===== config.mk =====
export PLATFORM = sky130hd
export DESIGN_NAME = commit_trace_tx
export DESIGN_NICKNAME = d
export VERILOG_FILES = /design/src/rtl/commit_trace_tx.sv
export SDC_FILE = /design/constraint.sdc
export NUM_CORES = 1
export LEC_CHECK = 0
export ABC_CLOCK_PERIOD_IN_PS = 6900
export CAP_MARGIN = 20
export CORE_MARGIN = 1
export CORE_UTILIZATION = 45
export CTS_BUF_LIST = sky130_fd_sc_hd__clkbuf_4
export DETAILED_ROUTE_END_ITERATION = 8
export RECOVER_POWER = 100
export SLEW_MARGIN = 25
export SYNTH_ARGS = -nofsm -noshare
export SYNTH_HDL_FRONTEND = slang
export SYNTH_SLANG_ARGS = --single-unit

===== constraint.sdc =====
create_clock -name clk -period 6.9 [get_ports clk]
set_clock_uncertainty 0.05 [all_clocks]
set_input_delay 1.725 -clock clk [delete_from_list [all_inputs] [get_ports clk]]
set_output_delay 1.725 -clock clk [all_outputs]
set_load 0.05 [all_outputs]

===== src/rtl/commit_trace_tx.sv =====
// commit_trace_tx: turns per-cycle commit events (register writes, loads,
// stores) into a stream of trace records through an 8-entry FIFO. After
// halt it drains the FIFO and then emits a fixed summary of performance
// counters followed by an END record.
//
// Record handshake: a record moves on a rising clk edge when rec_valid and
// rec_ready are both 1. While rec_valid is 1 and rec_ready is 0, the record
// (rec_type, rec_a, rec_b) holds steady. rec_valid never depends on
// rec_ready.
//
// The FSM state is kept in the signal 'state' (RUN, DRAIN, SUMMARY, DONE)
// so checkers can bind to it by name.
module commit_trace_tx (
    input  logic        clk,
    input  logic        rst_n,
    input  logic        reg_write,
    input  logic [2:0]  write_reg,
    input  logic [15:0] write_data,
    input  logic        mem_read,
    input  logic        mem_write,
    input  logic [15:0] mem_addr,
    input  logic [15:0] mem_data_in,
    input  logic [15:0] mem_data_out,
    input  logic        halt,
    input  logic        icache_req,
    input  logic        icache_hit,
    input  logic        dcache_req,
    input  logic        dcache_hit,
    output logic        rec_valid,
    input  logic        rec_ready,
    output logic [3:0]  rec_type,
    output logic [15:0] rec_a,
    output logic [15:0] rec_b,
    output logic        overflow,
    output logic        done
);

    localparam logic [1:0] stRun     = 2'd0;
    localparam logic [1:0] stDrain   = 2'd1;
    localparam logic [1:0] stSummary = 2'd2;
    localparam logic [1:0] stDone    = 2'd3;

    localparam logic [3:0] typeReg   = 4'd1;
    localparam logic [3:0] typeLoad  = 4'd2;
    localparam logic [3:0] typeStore = 4'd3;
    localparam logic [3:0] typeCyc   = 4'd8;
    localparam logic [3:0] typeInst  = 4'd9;
    localparam logic [3:0] typeDhit  = 4'd10;
    localparam logic [3:0] typeIhit  = 4'd11;
    localparam logic [3:0] typeDreq  = 4'd12;
    localparam logic [3:0] typeIreq  = 4'd13;
    localparam logic [3:0] typeEnd   = 4'd15;

    localparam logic [2:0] lastSumIdx = 3'd6;

    // A record is {type[3:0], a[15:0], b[15:0]}.
    logic [1:0]  state;
    logic [35:0] fifoMem [0:7];
    logic [2:0]  wrPtr;
    logic [2:0]  rdPtr;
    logic [3:0]  fifoCount;
    logic [2:0]  sumIdx;
    logic        overflowReg;

    logic [31:0] cycCnt;
    logic [31:0] instCnt;
    logic [31:0] dhitCnt;
    logic [31:0] ihitCnt;
    logic [31:0] dreqCnt;
    logic [31:0] ireqCnt;

    logic        inRun;
    logic        fifoMode;
    logic [1:0]  evNum;
    logic [35:0] evRec0;
    logic [35:0] evRec1;
    logic [35:0] evRec2;
    logic [3:0]  freeSlots;
    logic        doPush;
    logic        doDrop;
    logic        doPop;
    logic [35:0] sumRec;
    logic [35:0] outRec;

    function automatic logic [31:0] satInc(input logic [31:0] v, input logic en);
        if (en && (v != 32'hFFFF_FFFF)) begin
            return v + 32'd1;
        end
        return v;
    endfunction

    assign inRun     = (state == stRun);
    assign fifoMode  = (state == stRun) || (state == stDrain);
    assign evNum     = {1'b0, reg_write} + {1'b0, mem_read} + {1'b0, mem_write};
    // Free slots are taken from the registered count, before any pop this cycle.
    assign freeSlots = 4'd8 - fifoCount;
    assign doPush    = inRun && (evNum != 2'd0) && (freeSlots >= {2'b00, evNum});
    assign doDrop    = inRun && (evNum != 2'd0) && !doPush;
    assign doPop     = fifoMode && (fifoCount != 4'd0) && rec_ready;

    // Pack this cycle's events densely in REG, LOAD, STORE order.
    always_comb begin
        evRec0 = '0;
        evRec1 = '0;
        evRec2 = '0;
        if (reg_write) begin
            evRec0 = {typeReg, 13'd0, write_reg, write_data};
        end else if (mem_read) begin
            evRec0 = {typeLoad, mem_addr, mem_data_out};
        end else begin
            evRec0 = {typeStore, mem_addr, mem_data_in};
        end
        if (reg_write && mem_read) begin
            evRec1 = {typeLoad, mem_addr, mem_data_out};
        end else begin
            evRec1 = {typeStore, mem_addr, mem_data_in};
        end
        evRec2 = {typeStore, mem_addr, mem_data_in};
    end

    // FIFO storage; contents need no reset because outputs are gated by occupancy.
    always_ff @(posedge clk) begin
        if (doPush) begin
            fifoMem[wrPtr] <= evRec0;
            if (evNum >= 2'd2) begin
                fifoMem[wrPtr + 3'd1] <= evRec1;
            end
            if (evNum == 2'd3) begin
                fifoMem[wrPtr + 3'd2] <= evRec2;
            end
        end
    end

    // FIFO pointers and occupancy; a cycle's events are pushed all together or not at all.
    always_ff @(posedge clk or negedge rst_n) begin
        if (!rst_n) begin
            wrPtr     <= 3'd0;
            rdPtr     <= 3'd0;
            fifoCount <= 4'd0;
        end else begin
            if (doPush) begin
                wrPtr <= wrPtr + {1'b0, evNum};
            end
            if (doPop) begin
                rdPtr <= rdPtr + 3'd1;
            end
            fifoCount <= fifoCount + (doPush ? {2'b00, evNum} : 4'd0) - (doPop ? 4'd1 : 4'd0);
        end
    end

    // Sticky overflow flag: set whenever a whole cycle of events is dropped.
    always_ff @(posedge clk or negedge rst_n) begin
        if (!rst_n) begin
            overflowReg <= 1'b0;
        end else if (doDrop) begin
            overflowReg <= 1'b1;
        end
    end

    // Saturating performance counters, live only in RUN (halt cycle included).
    always_ff @(posedge clk or negedge rst_n) begin
        if (!rst_n) begin
            cycCnt  <= 32'd0;
            instCnt <= 32'd0;
            dhitCnt <= 32'd0;
            ihitCnt <= 32'd0;
            dreqCnt <= 32'd0;
            ireqCnt <= 32'd0;
        end else if (inRun) begin
            cycCnt  <= satInc(cycCnt, 1'b1);
            instCnt <= satInc(instCnt, halt | reg_write | mem_write);
            dhitCnt <= satInc(dhitCnt, dcache_hit);
            ihitCnt <= satInc(ihitCnt, icache_hit);
            dreqCnt <= satInc(dreqCnt, dcache_req);
            ireqCnt <= satInc(ireqCnt, icache_req);
        end
    end

    // Phase sequencing: RUN until halt, DRAIN until empty, SUMMARY until END transfers.
    always_ff @(posedge clk or negedge rst_n) begin
        if (!rst_n) begin
            state  <= stRun;
            sumIdx <= 3'd0;
        end else begin
            case (state)
                stRun: begin
                    if (halt) begin
                        state <= stDrain;
                    end
                end
                stDrain: begin
                    if (fifoCount == 4'd0) begin
                        state  <= stSummary;
                        sumIdx <= 3'd0;
                    end
                end
                stSummary: begin
                    if (rec_ready) begin
                        if (sumIdx == lastSumIdx) begin
                            state <= stDone;
                        end else begin
                            sumIdx <= sumIdx + 3'd1;
                        end
                    end
                end
                default: begin
                    state <= stDone;
                end
            endcase
        end
    end

    // Summary record selected by position in the fixed CYC..END sequence.
    always_comb begin
        sumRec = {typeEnd, 32'd0};
        case (sumIdx)
            3'd0:    sumRec = {typeCyc,  cycCnt};
            3'd1:    sumRec = {typeInst, instCnt};
            3'd2:    sumRec = {typeDhit, dhitCnt};
            3'd3:    sumRec = {typeIhit, ihitCnt};
            3'd4:    sumRec = {typeDreq, dreqCnt};
            3'd5:    sumRec = {typeIreq, ireqCnt};
            default: sumRec = {typeEnd, 32'd0};
        endcase
    end

    // Output mux: FIFO head in RUN/DRAIN, summary record in SUMMARY, all zero otherwise.
    always_comb begin
        rec_valid = 1'b0;
        outRec    = '0;
        case (state)
            stRun, stDrain: begin
                if (fifoCount != 4'd0) begin
                    rec_valid = 1'b1;
                    outRec    = fifoMem[rdPtr];
                end
            end
            stSummary: begin
                rec_valid = 1'b1;
                outRec    = sumRec;
            end
            default: begin
                rec_valid = 1'b0;
                outRec    = '0;
            end
        endcase
    end

    assign rec_type = outRec[35:32];
    assign rec_a    = outRec[31:16];
    assign rec_b    = outRec[15:0];
    assign overflow = overflowReg;
    assign done     = (state == stDone);

endmodule


---- Yosys cells after proc, flatten, opt, wreduce, memory -nomap -nowiden ----
Memories as Yosys holds them, arrays and structs flattened.
Cells that the tools add are included.
cells by class
  $add $sub $neg .......................... 16
  muxes and demuxes ....................... 45
  reduce and logical (&&, ||, !) cells .... 28
  bitwise gates (word level) .............. 2
  order comparisons ....................... 2
  equal/unequal tests ..................... 21
operators by type and width
  operator                 number
  $pmux W35 S6             1
  $add A32 B1 Y32 const B  6
  $mux W32                 6
  $ne A32 B32 Y1 const B   6
  $mux W36                 2
  $pmux W36 S2             1
  $mux W33                 2
  $mux W1                  22
  $reduce_and A2 Y1        6
  $logic_and A1 B1 Y1      11
  $mux W2                  5
  $add A3 B1 Y3 const B    3
  $eq A3 B3 Y1 const B     3
  $mux W3                  3
  $ne A2 B2 Y1 const B     4
  $reduce_and A4 Y1        2
  $eq A2 B2 Y1 const B     3
  $eq A3 B2 Y1 const B     2
  $pmux W2 S3              1
  $pmux W3 S2              1
  $add A4 B2 Y4            1
  $ge A4 B2 Y1             1
  $logic_not A4 Y1         1
  $reduce_bool A2 Y1       2
  18 further kinds         19
storage, ports and cells
  word-level logic and storage cells ...... 127
  register bits ........................... 208
  memories ................................ 1
  bits of input ports ..................... 78
  RAM bits ................................ 288
  output and inout bits ................... 39
memory list
  memory   words  bits a word  read ports  clocked after Yosys merged registers in  write ports  RTL line  RTL
  fifoMem  8      36           1           0                                        3            58        logic [35:0] fifoMem [0:7];

---- Logic depth before layout (Yosys ltp) ----
Gate-level depths: netlist (run 1).
  depth in word-level cells ............... 8
  mapped depth ............................ 14
  mapped depth without buffers ............ 12

---- Worst setup path before layout (run 1) ----
Ideal clock, no wire load.
  path kind ............................... in2reg
  start ................................... input reg_write
  end ..................................... memory fifoMem[6][0] (enable)
  setup time .............................. 484 ps
  path slack .............................. 1713 ps
  data arrival time ....................... 4654 ps
  cell stages on the path ................. 9
  path buffers ............................ 2
  data required time ...................... 6366 ps
  cell sequence ........................... fa_1 -> clkbuf_1 -> inv_1 -> ha_1 -> a211oi_4 -> buf_6 -> a211oi_2 -> or2_1 -> nand2b_1
RTL lines
  element          RTL line  RTL
  start, declared  16        input logic reg_write,
  end, declared    58

---- Worst setup path after layout (run 1) ----
  start ................................... register rdPtr[0]
  end ..................................... output rec_b[5]
between the ends
  longest elaborated chain between the ends .. 3
ends and longest elaborated chain
  element                 RTL line  RTL
  start, declared         60        logic [2:0] rdPtr;
  start signal, assigned  145       rdPtr <= rdPtr + 3'd1;
  $mem_v2 Z8 W36          -
  $mux W36                233       if (fifoCount != 4'd0) begin
  $pmux W36 S2            231       case (state)
  end, declared           33        output logic [15:0] rec_b,
No other way between the ends.

==> summary.md, run 1 <==
| Metric | Value |
|---|---|
| First-pass GRT wire length | `129000 um` |
| Buffers added on ports | `116` |
| Highest fanout seen on the critical path | `34` |
| Cts hold-fix bufs | `0` |
| Library cell with the highest instance count after synthesis | `sky130_fd_sc_hd__edfxtp_1` |
| Total number of vias | `~20000` |
| Leakage power total | `11.0 nW` |
| Top-Level Pins | `117` |
| Result of the run | `finished with violations` |
| Root Driver | `sky130_fd_sc_hd__clkbuf_4` |
| Via count of the first global-routing pass | `20400` |
| PnR Total Power | `approximately 11 mW` |
| Site row count | `87` |
| Fmax | `154 MHz` |
| Average instance area after synthesis | `11.6 um^2` |
| Worst slack after detailed placement | `0.973 ns` |
| Fraction of registers with async set/reset | `0.433` |
| Cts repair resizes | `0` |
| Number of placed cells counting well taps | `3039` |
| Final instance count without filler cells | `3277` |
| Setup Crit Path Kind | `reg -> out` |
| Clock Sink Count | `480` |
| Slew of the pin with the lowest slew margin | `between 2 and 3 ns` |
| Area share of the leading cell type in the synthesized netlist | `0.294` |
| Dominant delay contributor by cell family on the critical path | `buffers and inverters` |
| Maximum VDD drop | `0.463 mV` |
| Final wirelength | `86400 um` |
| Number of buffer and inverter stages on the critical path | `2` |
| Required time of the critical path | `5.12 ns` |
| Latest clock arrival within the worst-skew pair | `between 0.9 and 1 ns` |
| Post-Synthesis Cells | `2258` |
| Post-CTS Setup Bufs | `0` |
| Setup total negative slack | `0 ns` |
| Initial core utilization | `0.460` |
| Net count of the finished layout | `approximately 2500` |
| Synthesis warning total | `0` |
| Clock buffers created by TritonCTS | `132` |
| CTS Buffer Depth | `3` |
| Routed via count divided by cell count | `roughly 6.3` |
| CTS tree | `yes` |
| Average detailed-routed wire length per instance | `26.4 um` |
| Initial antenna violation count | `6` |
| Fraction of layout instances using a drive strength above 1 | `0.163` |
| Cell variety after synth | `82` |
| Number of fillers in the final layout | `5146` |
| H-tree levels | `4` |
| Launching element type of the critical path | `flip-flop` |
| Yosys reg bits | `480` |
| Final hold viol count | `0` |
| Fin. max-slew vios | `311` |
| Cell with the largest stage delay on the worst path | `sky130_fd_sc_hd__dfrtp_2` |
| Power density normalized to cell area | `385 mW/mm^2` |
| Core Area | `0.0568 mm^2` |
| Worst hold margin | `0.397 ns` |
| Horizontal extent of the die | `roughly 240 um` |
| Data arrival time of the critical path | `4.71 ns` |
| Number of design-rule violations left by the first detailed-router iteration | `between 1500 and 2000` |
| Cell-by-cell trace of the critical path | `buf_4 > mux4_2 > mux2i_1 > o22ai_1 > dlygate4sd3_1` |
| Max capacitance violation total | `9` |
| Tmin final | `6.49 ns` |
| Synth cell count leaders | `sky130_fd_sc_hd__edfxtp_1, sky130_fd_sc_hd__dfrtp_1, sky130_fd_sc_hd__a22oi_1, sky130_fd_sc_hd__o21ai_0, sky130_fd_sc_hd__nand2_1` |
| Most area-hungry cell type in the Yosys netlist | `sky130_fd_sc_hd__edfxtp_1` |
| Failing checks | `design-rule violations, max-capacitance violations, max-slew violations` |
| Count of flip-flops with a built-in enable after synthesis | `~260` |
| Height of the die | `243 um` |
| Setup repair after global routing missed its margin | `no` |
| Clock transition at path regs | `0.06 ns` |
| Tightest Hold Check Type | `reg -> reg` |
| Slowest cell delay on critical path | `~1.2 ns` |
| Maximum number of pins on one net before global-route repair | `122` |
| Synthesized area | `roughly 0.026 mm^2` |
| Top cells by area, synth | `sky130_fd_sc_hd__edfxtp_1, sky130_fd_sc_hd__dfrtp_1, sky130_fd_sc_hd__mux4_2, sky130_fd_sc_hd__a22oi_1, sky130_fd_sc_hd__xnor2_1` |
| Area growth from synthesis to final layout | `13.4%` |
| Worst relative slew slack | `-0.992` |
| Total Routing Usage GR | `0.295` |
| Predominant post-synthesis flop cell | `sky130_fd_sc_hd__edfxtp_1` |
| Die ar. | `0.0590 mm^2` |
| Net count after synthesis | `about 2400` |
| Overflow after GRT | `0` |
| Sequential fraction of the synthesis area | `0.506` |
| Remaining number of nets flagged by the antenna check after routing | `0` |
| Kind of capture point of the worst setup path | `output port` |
| Final worst path period share | `0.940` |
| Post-route DRC | `2` |
| Total of endpoints with negative setup slack in the final report | `0` |
| Final Worst Setup Slack | `0.412 ns` |
| Iteration count of the initial detailed-routing pass | `9` |
| Final GP Congestion | `between 0.9 and 1` |
| Half-perimeter wire length of the detailed placement result | `59500 um` |
## layout make-up
cell class,instances,area (um^2),share of cell area
flip-flops and latches,480,13200,0.446
multi-input cells,1580,12000,0.406
repair buffers,184,1560,0.0528
clock buffers,199,1490,0.0505
well taps,756,946,0.0320
clock inverters,33,214,0.00723
inverters,40,150,0.00507
diodes,5,12.5,0.000423
## per-stage QoR
stage	util	area [um^2]
after detailed placement	0.496	28200
after floorplan	-	26100
final	0.521	29600
after global routing	0.521	29600
after global placement	0.496	28200
after CTS	0.526	29900
## power by group
group	internal (mW)	switching [mW]	leakage, nW
sequential	3.64	0.433	5.27
combinational	1.55	3.11	4.69
clock	1.42	1.24	1.02
## per-layer routing
metal | vias to the layer above | global-route usage | wire, um
li1 | 9058 | - | -
met1 | 10300 | 0.372 | 34200
met2 | 984 | 0.480 | 41600
met3 | 233 | 0.0533 | 5920
met4 | 4 | 0.166 | 4620
met5 | - | 0 | 27
## placed cells by master, fill, tap and decap left out, types with 13 or more instances in the layout
cell type / count
sky130_fd_sc_hd__o22ai_1: 32
sky130_fd_sc_hd__nor4_1: 27
sky130_fd_sc_hd__dfrtp_1: 205
sky130_fd_sc_hd__a22o_1: 24
sky130_fd_sc_hd__and4_1: 21
sky130_fd_sc_hd__dlygate4sd3_1: 34
sky130_fd_sc_hd__a221oi_1: 20
sky130_fd_sc_hd__nor3_1: 41
sky130_fd_sc_hd__xnor2_1: 115
sky130_fd_sc_hd__a211oi_1: 16
sky130_fd_sc_hd__clkinv_1: 22
sky130_fd_sc_hd__nand2_1: 123
sky130_fd_sc_hd__mux2i_1: 49
sky130_fd_sc_hd__and3_1: 26
sky130_fd_sc_hd__dfxtp_1: 16
sky130_fd_sc_hd__nor2b_1: 107
sky130_fd_sc_hd__mux4_2: 68
sky130_fd_sc_hd__inv_1: 40
sky130_fd_sc_hd__nand4_1: 77
sky130_fd_sc_hd__a22oi_1: 165
sky130_fd_sc_hd__clkdlybuf4s50_1: 80
sky130_fd_sc_hd__a222oi_1: 13
sky130_fd_sc_hd__o21ai_0: 137
sky130_fd_sc_hd__edfxtp_1: 256
sky130_fd_sc_hd__a21boi_0: 15
sky130_fd_sc_hd__clkbuf_4: 199
sky130_fd_sc_hd__xor2_1: 78
sky130_fd_sc_hd__nor2_1: 88
sky130_fd_sc_hd__clkbuf_1: 27
sky130_fd_sc_hd__a21oi_1: 27
sky130_fd_sc_hd__buf_4: 36
sky130_fd_sc_hd__mux2_2: 51
sky130_fd_sc_hd__nand3_1: 92
sky130_fd_sc_hd__ha_1: 23
## state kept, by name, summed over array words and instances, names as in the netlist, 2 cells and up
register   cells
fifoCount      4
ihitCnt       32
ireqCnt       32
state          2
dhitCnt       32
fifoMem      272
wrPtr          3
dreqCnt       32
cycCnt        32
instCnt       32
rdPtr          3
sumIdx         3
## kinds of logic after synthesis
logic type,share of synthesized area
adders and majority gates,0.0133
muxes,0.0994
AOI/OAI and AO/OA,0.140
xor gates and xnor gates,0.0658
buffers and inverters,0.0317
and+or+nand+nor,0.144
DFF,0.506
## path summary, 6_finish.rpt
kind | from | end | slack (ns) | cells past startpoint
min in group asynchronous | rst_n | ireqCnt[30] | 1.42 | 1
max reg2reg | state[1] | fifoMem[3][16] | 1.09 | 6
min | fifoMem[3][33] | fifoMem[3][33] | 0.40 | 2
min reg2reg | fifoMem[3][33] | fifoMem[3][33] | 0.40 | 2
max in group asynchronous | rst_n | ihitCnt[24] | 1.59 | 2
max | rdPtr[0] | rec_b[5] | 0.41 | 5
## worst min-delay path: stages (launching register included)
cell and delay (ns):
sky130_fd_sc_hd__dfxtp_1 0.31, sky130_fd_sc_hd__nand2_1 0.05, sky130_fd_sc_hd__nand2_1 0.04
(Power assumes the default switching activity.)
==> run 2, diff against run 1 <==
CTS_CLUSTER_DIAMETER = 40   (was not set)
HOLD_SLACK_MARGIN = 0.03   (was not set)
PLACE_DENSITY_LB_ADDON = 0.3   (was not set)
==> run 2 against run 1 <==
The flow finishes with violations (max-capacitance violations, max-slew violations). Critical path depth grew 3. Sequential power rose by 1%. Clock power increased by 3%. First-iteration DRC count up 11%.
==> summary.md, run 2 (synthesis gave the netlist of run 1 again) <==
| Metric | Value |
|---|---|
| Number of design-rule violations left by the first detailed-router iteration | `2130 (was 1914)` |
| Power density normalized to cell area | `388 mW/mm^2 (was 385 mW/mm^2)` |
| First-pass GRT wire length | `126000 um (was 129000 um)` |
| Die ar. | `0.0590 mm^2 (unchanged)` |
| Max capacitance violation total | `7 (was 9)` |
| Final wirelength | `84300 um (was 86400 um)` |
| Final hold viol count | `0 (unchanged)` |
| Most common library cell in the layout ignoring fill and taps | `sky130_fd_sc_hd__edfxtp_1 (unchanged)` |
| Post-CTS Setup Bufs | `0 (unchanged)` |
| Latest clock arrival within the worst-skew pair | `1.01 ns (was 0.98 ns)` |
| Site row count | `87 (unchanged)` |
| Number of flip-flops under the largest register name | `272 (unchanged)` |
| Fraction of layout instances using a drive strength above 1 | `0.168 (was 0.163)` |
| Setup repair after global routing missed its margin | `no (unchanged)` |
| Busiest metal layer after global routing | `met2 (unchanged)` |
| Buffers added on ports | `116 (unchanged)` |
| H-tree levels | `4 (unchanged)` |
| Initial antenna violation count | `3 (was 6)` |
| Fin. max-slew vios | `233 (was 311)` |
| Total number of vias | `20700 (was 20600)` |
| Tmin final | `6.61 ns (was 6.49 ns)` |
| Total of endpoints with negative setup slack in the final report | `0 (unchanged)` |
| Switching power of the nets | `4.88 mW (was 4.79 mW)` |
| Clock Sink Count | `480 (unchanged)` |
| Net count of the finished layout | `2523 (was 2522)` |
| Number of fillers in the final layout | `5123 (was 5146)` |
| Total Routing Usage GR | `0.285 (was 0.295)` |
| Maximum number of pins on one net before global-route repair | `107 (was 122)` |
| Half-perimeter wire length of the detailed placement result | `59200 um (was 59500 um)` |
| Average detailed-routed wire length per instance | `25.6 um (was 26.4 um)` |
| Highest fanout seen on the critical path | `19 (was 34)` |
| Kind of capture point of the worst setup path | `output port (unchanged)` |
| Result of the run | `finished with violations (unchanged)` |
| Met3 Resource Use GR | `0.0679 (was 0.0533)` |
| Final GP Congestion | `1.00 (was 0.970)` |
| Setup Crit Path Kind | `reg -> out (unchanged)` |
| Required time of the critical path | `5.12 ns (about the same)` |
| Launching element type of the critical path | `flip-flop (unchanged)` |
| Switching power as a share of total power | `0.423 (was 0.420)` |
| Met1 track demand over resource | `0.354 (was 0.372)` |
| Overflow after GRT | `0 (unchanged)` |
| Core Area | `0.0568 mm^2 (unchanged)` |
| CTS Buffer Depth | `3 (unchanged)` |
| Post-route DRC | `0 (was 2)` |
| Final worst path period share | `0.958 (was 0.940)` |
| Maximum VDD drop | `0.451 mV (was 0.463 mV)` |
| Part of the total power dissipated in sequential elements | `0.357 (about the same)` |
| Remaining number of nets flagged by the antenna check after routing | `0 (unchanged)` |
| Via count of the first global-routing pass | `20600 (was 20400)` |
| Height of the die | `243 um (unchanged)` |
| Register bank with the most flops | `fifoMem (unchanged)` |
| Met2 Usage GRT | `0.460 (was 0.480)` |
| Iteration count of the initial detailed-routing pass | `8 (was 9)` |
| Cts repair resizes | `0 (unchanged)` |
| Clock buffers created by TritonCTS | `139 (was 132)` |
| Worst relative slew slack | `-0.837 (was -0.992)` |
| Data arrival time of the critical path | `4.83 ns (was 4.71 ns)` |
| Tightest Hold Check Type | `reg -> reg (unchanged)` |
| Area growth from synthesis to final layout | `13.7% (was 13.4%)` |
| Top-Level Pins | `117 (unchanged)` |
| Root Driver | `sky130_fd_sc_hd__clkbuf_4 (unchanged)` |
| Most frequent cells in the layout | `sky130_fd_sc_hd__edfxtp_1, sky130_fd_sc_hd__dfrtp_1, sky130_fd_sc_hd__clkbuf_4 (unchanged)` |
| Setup total negative slack | `0 ns (unchanged)` |
| Leakage power total | `11.0 nW (about the same)` |
| Clock transition at path regs | `0.06 ns (about the same)` |
| Failing checks | `max-capacitance violations, max-slew violations (was design-rule violations, max-capacitance violations, max-slew violations)` |
| Fmax | `151 MHz (was 154 MHz)` |
| PnR Total Power | `11.5 mW (was 11.4 mW)` |
| Internal | `6.65 mW (was 6.62 mW)` |
| Routed via count divided by cell count | `6.31 (was 6.27)` |
| Cts hold-fix bufs | `0 (unchanged)` |
| Slew of the pin with the lowest slew margin | `2.69 ns (was 2.99 ns)` |
| Combinational share of power | `0.406 (was 0.409)` |
| Initial core utilization | `0.460 (unchanged)` |
| Horizontal extent of the die | `243 um (unchanged)` |
| CTS tree | `yes (unchanged)` |
| Clock share of power | `0.238 (was 0.234)` |
## run 2: final timing paths
path                                      from  slack [ns]  cells past startpoint        endpoint
max in group asynchronous                rst_n        2.87                      2      ihitCnt[2]
worst max register to register    fifoCount[0]        1.55                     10  fifoMem[4][19]
worst min-delay path            fifoMem[5][33]        0.40                      2  fifoMem[5][33]
min in group asynchronous                rst_n        0.75                      1     ireqCnt[25]
worst min register to register  fifoMem[5][33]        0.40                      2  fifoMem[5][33]
worst max-delay path                 sumIdx[1]        0.29                      8        rec_a[9]
## run 2: layout make-up
cell class | instances | area (um^2) | area share
Sequential cell | 480 | 13200 | 0.445
Multi-Input combinational cell | 1580 | 12000 | 0.405
Timing Repair Buffer | 178 | 1540 | 0.0519
Clock buffer | 202 | 1520 | 0.0511
Tap cell | 756 | 946 | 0.0319
Clock inverter | 44 | 283 | 0.00953
Inverter | 40 | 150 | 0.00506
Antenna cell | 6 | 15.0 | 0.000506
## run 2: metrics by stage
step	hold WS [ns]	utilization	area, um^2	setup WS, ns	cells
4_1_cts	0.400	0.527	29900	0.431	3280
6_report	0.401	0.522	29700	0.292	3286
3_3_place_gp	0.376	0.495	28100	0.826	3034
5_1_grt	0.421	0.522	29700	0.158	3284
2_1_floorplan	0.368	-	26100	1.71	2258
3_5_place_dp	0.392	0.495	28100	0.707	3034
## run 2: worst max-delay path, stage by stage, from the launching register on
cell	delay [ns]
sky130_fd_sc_hd__dfrtp_1	0.41
sky130_fd_sc_hd__inv_1	0.10
sky130_fd_sc_hd__ha_1	0.69
sky130_fd_sc_hd__and2_1	0.78
sky130_fd_sc_hd__a22oi_1	0.33
sky130_fd_sc_hd__nand2_1	0.20
sky130_fd_sc_hd__a221oi_1	0.07
sky130_fd_sc_hd__o22ai_1	0.32
sky130_fd_sc_hd__dlygate4sd3_1	0.95
## run 2: layer usage
layer	vias up	share of wire
li1	9078	-
met5	-	0.00043
met3	256	0.085
met2	1152	0.48
met1	10200	0.38
met4	4	0.050
## run 2: power by group through the flow
stage               logic (mW)  clock network (mW)  registers [mW]
floorplan                 3.17                   0            3.88
global placement          4.72                   0            4.13
detailed placement        4.80                   0            4.16
CTS                       4.82                2.79            4.10
global route              4.89                2.96            4.16
finish                    4.67                2.74            4.11
